===== config.mk =====
export PLATFORM = sky130hd
export DESIGN_NAME = bus_xfer_ctrl
export DESIGN_NICKNAME = d
export VERILOG_FILES = /design/src/rtl/bus_xfer_ctrl.sv
export SDC_FILE = /design/constraint.sdc
export NUM_CORES = 1
export LEC_CHECK = 0
export CELL_PAD_IN_SITES_DETAIL_PLACEMENT = 0
export CELL_PAD_IN_SITES_GLOBAL_PLACEMENT = 2
export CORE_ASPECT_RATIO = 0.8
export CORE_MARGIN = 1.5
export CORE_UTILIZATION = 28
export DETAILED_ROUTE_END_ITERATION = 16
export GPL_ROUTABILITY_DRIVEN = 0
export GPL_TIMING_DRIVEN = 1
export PLACE_DENSITY_LB_ADDON = 0.05
export REMOVE_ABC_BUFFERS = 1
export SYNTH_ARGS = -nofsm -noshare
export SYNTH_HDL_FRONTEND = slang
export SYNTH_SLANG_ARGS = --single-unit

===== constraint.sdc =====
create_clock -name clock -period 1.8 [get_ports clock]
set_input_delay 0.27 -clock clock [delete_from_list [all_inputs] [get_ports clock]]
set_output_delay 0.27 -clock clock [all_outputs]
set_load 0.03 [all_outputs]

===== src/rtl/bus_xfer_ctrl.sv =====
`default_nettype none
// ============================================================================
//  Module   : bus_xfer_ctrl
//  Purpose  : Sequences register-to-register moves over a shared data bus.
//             Each move runs DRIVE (source drives bus), LOAD (destination
//             strobes), then TURN (bus released, completion pulse).
//             A request whose source equals its destination is rejected
//             with a one-cycle err pulse.
//  Ports    : clock       - rising-edge clock
//             reset       - synchronous, active-low reset
//             req_valid   - request presented
//             req_ready   - controller accepts a request this cycle
//             req_src     - source register index
//             req_dst     - destination register index
//             bus_in      - sampled shared bus value
//             oe          - per-register output enables (at most one high)
//             ld          - per-register load strobes (at most one high)
//             last_data   - bus value captured by the last completed move
//             done        - one-cycle completion pulse
//             err         - one-cycle rejected-request pulse
//             xfer_count  - completed moves, modulo 256
//  Revision : 1.0 - initial release
// ============================================================================
module bus_xfer_ctrl #(
  parameter int WIDTH = 4,
  parameter int IDW   = 3
) (
  input  logic                 clock,
  input  logic                 reset,
  input  logic                 req_valid,
  output logic                 req_ready,
  input  logic [IDW-1:0]       req_src,
  input  logic [IDW-1:0]       req_dst,
  input  logic [WIDTH-1:0]     bus_in,
  output logic [(2**IDW)-1:0]  oe,
  output logic [(2**IDW)-1:0]  ld,
  output logic [WIDTH-1:0]     last_data,
  output logic                 done,
  output logic                 err,
  output logic [7:0]           xfer_count
);

  localparam int NREGS = 2**IDW;

  localparam logic [1:0] IDLE  = 2'd0;
  localparam logic [1:0] DRIVE = 2'd1;
  localparam logic [1:0] LOAD  = 2'd2;
  localparam logic [1:0] TURN  = 2'd3;

  localparam logic [NREGS-1:0] c_one = {{(NREGS-1){1'b0}}, 1'b1};

  logic [1:0]       r_state;
  logic [IDW-1:0]   r_src;
  logic [IDW-1:0]   r_dst;
  logic [NREGS-1:0] r_oe;
  logic [NREGS-1:0] r_ld;
  logic [WIDTH-1:0] r_last;
  logic             r_done;
  logic             r_err;
  logic [7:0]       r_count;
  logic             r_ready;
  logic             w_accept;

  // r_ready is only ever high while IDLE, so this is the acceptance handshake.
  assign w_accept = req_valid && r_ready;

  always_ff @(posedge clock) begin
    if (!reset) begin
      r_state <= IDLE;
      r_src   <= '0;
      r_dst   <= '0;
      r_oe    <= '0;
      r_ld    <= '0;
      r_last  <= '0;
      r_done  <= 1'b0;
      r_err   <= 1'b0;
      r_count <= 8'd0;
      // Held low while in reset; rises on the first edge after release.
      r_ready <= 1'b0;
    end else begin
      r_done <= 1'b0;
      r_err  <= 1'b0;
      case (r_state)
        IDLE: begin
          if (w_accept && (req_src == req_dst)) begin
            // Rejected: nothing moves, controller stays available.
            r_err   <= 1'b1;
            r_ready <= 1'b1;
          end else if (w_accept) begin
            r_state <= DRIVE;
            r_src   <= req_src;
            r_dst   <= req_dst;
            r_oe    <= c_one << req_src;
            r_ld    <= '0;
            r_ready <= 1'b0;
          end else begin
            r_ready <= 1'b1;
          end
        end
        DRIVE: begin
          // Source keeps driving; destination strobes while bus is settled.
          r_state <= LOAD;
          r_oe    <= c_one << r_src;
          r_ld    <= c_one << r_dst;
        end
        LOAD: begin
          r_state <= TURN;
          r_oe    <= '0;
          r_ld    <= '0;
          r_last  <= bus_in;
          r_done  <= 1'b1;
          r_count <= r_count + 8'd1;
        end
        TURN: begin
          r_state <= IDLE;
          r_ready <= 1'b1;
        end
        default: begin
          r_state <= IDLE;
          r_oe    <= '0;
          r_ld    <= '0;
          r_ready <= 1'b0;
        end
      endcase
    end
  end

  assign req_ready  = r_ready;
  assign oe         = r_oe;
  assign ld         = r_ld;
  assign last_data  = r_last;
  assign done       = r_done;
  assign err        = r_err;
  assign xfer_count = r_count;

endmodule
`default_nettype wire


==> flow_summary.yaml, run 1 <==
outcome:
  status: "finished clean"
setup_path:
  r2r_cells: 6
  cp_num_buf_inv: 1
  worst_setup_path_start_kind: "flip-flop"
  critPathKind: "reg -> out"
  crit_chain: "clkdlybuf4s50_1"
  critPathTopFamily: "buffers and inverters"
  r2r_end: "oe[0]"
  cpMaxStageDelayCell: "clkdlybuf4s50_1"
  critPathMaxFanout: 5
  slowest_delay_ps: 710
  cp_num_cells: 1
  critPathCaptureType: "primary output"
  reg2reg_slack_ps: 190
  crit_start: "xfer_count[2]"
  endpoint: "xfer_count[2]"
  crit_required_ps: 1530
  crit_arrival_ps: 1430
  r2r_start: "r_state[1]"
sta:
  final-hold-violation-count: 0
  layout_min_cycle_time_ps: 1700
  setup_viol_count_final: 0
  clock_skew_ps: 4.08
  worst_slew_pin_slew_ps: 320
  slew_headroom_pct: 78.6
  fin_setup_tns_ps: 0
  slew_viol_final: 0
  post-route-period-util_pct: 94.4
  max_freq_mhz: 588
  rsz0062_at_grt: "no"
synthesis:
  synth_top_cell_area_share_pct: 42.3
  ys_warn_count: 0
  ys_ff_latch: 39
  ys_top_cells_by_area: "dfxtp_1 42%, mux2i_1 13%, nand2_1 7.9%"
  yosysTopAreaCell: "dfxtp_1"
  postSynthAreaPerCell_sq_um: 9.27
  synth-async-reset-ratio_pct: 0
  synth_area_sq_mm: 0.00185
  syn_inst: 199
  ys_seq_area_share_pct: 42.3
  synth-edff-count: 0
  yosysUniqueCellTypes: 32
  synth_top_flop_cell: "dfxtp_1"
layout:
  fillers: 676
  regArea_sq_um: 781
  multi_input_area_sq_um: 991
  antenna_cells: 0
  utilization_pct: 40.3
  area_delta_synth_final_pct: 39.2
  drive_gt1_share_pct: 11.5
  final_nets: 270
  instances_no_fill: 336
clock_network:
  clock_latency_ps: 290
  cts_resized: 0
  worst_setup_hold_path_clk_slew_ps: 80
  cts_tree: "built"
  cts_buffers: 5
  ctsHoldBuffers: 0
  clock_sinks: 39
  clockBufferDepth: 2
  post_cts_buffers: 0
  htreeDepth: 2
  root_buffer: "clkbuf_8"
drt:
  drc_errors: 0
  via_per_inst: 4.50
  postRouteAntennaNets: 0
  first_pass_iters: 4
  wire_per_inst_um: 12.8
  wl_um: 4310
  initialDrtViolationCount: 42
  vias: 1511
global_route:
  grtUsageMet3_pct: 3.79
  grtUsageMet1_pct: 16.8
  grt_pass1_vias: 1392
  grt_max_degree: 25
  track_usage_pct: 12.9
  antenna_found_initial: 0
  grt-ovfl-total: 0
  busiest_layer: "met2"
  use_met2_pct: 20.5
  grt_pass1_wl_um: 6870
placement:
  hpwl_um: 3290
  dp_cells: 328
  io_buffer_count: 43
power:
  finalPower_mw: 3.03
  peakVddDrop_v: 0.000596
  power_leakage_nw: 1.00
  p_per_area_mw_per_mm2: 1180
die:
  io_pins: 44
  die_x_um: 93.8
  std_cell_rows: 26
  initial_core_util_pct: 28.9
  core_sq_mm: 0.00638
  fp.dieH_um: 75.6
  die_area_sq_mm: 0.00709
run:
  maxCapViolations: 0
worst_hold_path:
  hold_class: "reg -> reg"
## cells in the mapped netlist (2+ instances only)
cell,instances
or3b_1,2
a21oi_1,4
nand3b_1,4
and3_1,2
nand3_1,12
nand2_1,39
nor2_1,4
ha_1,6
buf_2,3
nor2b_1,5
a21boi_0,2
clkbuf_1,6
nand4_1,5
inv_1,4
o21ai_0,9
xnor2_1,4
and2_1,7
mux2i_1,24
dfxtp_1,39
nand4b_1,2
or3_1,3
xnor2_2,3
## worst min-delay path by stage
stage	cells past startpoint	end	slack (ps)	start
after floorplan	1	xfer_count[0]	390	reset
after global placement	2	r_src[1]	440	r_src[1]
after detailed placement	2	ld[3]	450	ld[3]
after CTS	2	ld[7]	460	ld[7]
after global routing	2	ld[4]	480	ld[4]
final	2	ld[7]	460	ld[7]
## placed cells by master (no fill, tap or decap)
cell type,netlist,layout
a21boi_0,2,2
a21oi_1,4,4
a21oi_4,1,1
a31o_2,1,1
a31oi_4,1,1
and2_1,7,7
and3_1,2,2
buf_12,1,1
buf_4,0,12
bufinv_16,0,2
clkbuf_8,0,5
clkdlybuf4s50_1,0,43
clkinvlp_4,0,1
dfxtp_1,39,39
ha_1,6,5
ha_2,0,1
inv_1,4,4
mux2i_1,24,24
nand2_1,39,39
nand2b_1,1,1
nand3_1,12,12
nand3b_1,4,4
nand4_1,5,5
nand4b_1,2,2
nor2_1,4,4
nor2b_1,5,5
nor3_1,1,1
o21ai_0,9,9
o311a_1,1,1
or3_1,3,3
or3b_1,2,2
or3b_2,1,1
xnor2_1,4,4
xnor2_2,3,3
xor2_1,1,1
## metrics by stage
stage,cell area (sq um),hold WS (ps),setup WS [ps]
final,2570,459,100
after global routing,2570,485,11.3
after CTS,2570,464,73.0
after detailed placement,2430,451,-50.3
after global placement,2430,445,-48.7
after floorplan,1780,392,73.7
## power breakdown
group | total (mW) | switching (mW) | internal [mW]
Clock | 0.874 | 0.321 | 0.553
Sequential | 1.05 | 0.0848 | 0.962
Combinational | 1.11 | 0.603 | 0.508
## metal layers
metal  up-vias  wire (um)  part of all wire, %
li1        779          -                    -
met1       689       2150                   50
met2        36       1920                   44
met4         0         58                  1.3
met5         -          0                    0
met3         7        189                  4.4
## state kept, by name, summed over array words and instances (netlist names)
| signal | flops |
|---|---|
| xfer_count | 8 |
| done | 1 |
| oe | 8 |
| r_dst | 3 |
| r_state | 2 |
| last_data | 4 |
| r_src | 3 |
| req_ready | 1 |
| err | 1 |
| ld | 8 |
## kinds of logic after synthesis
logic type	after synthesis	share of synthesized area, %
AND/OR/NAND/NOR	88	24.1
XOR/XNOR	8	5.02
AO/OA/AOI/OAI	19	7.39
adder cells (fa/ha/maj)	6	4.07
multiplexers	24	13.0
buffers and inverters	15	4.13
flip-flops	39	42.3
## final cells by class
| type | instances | share of cell area (%) |
|---|---|---|
| well taps | 84 | 4.09 |
| flip-flops and latches | 39 | 30.4 |
| repair buffers | 56 | 21.0 |
| multi-input cells | 145 | 38.6 |
| inverters | 4 | 0.585 |
| clock buffers | 5 | 2.68 |
| clock inverters | 3 | 2.63 |
Note: power is estimated with default switching activity, not from simulation.
==> inputs of run 2 (changes only) <==
- ABC_AREA: unset -> 0
==> results of run 2 <==
The final DEF is identical to that of run 1; final timing and power are the same.
==> inputs of run 3 (changes only) <==
- SKIP_LAST_GASP: unset -> 1
==> results of run 3 <==
The final DEF is identical to that of run 1; final timing and power are the same.
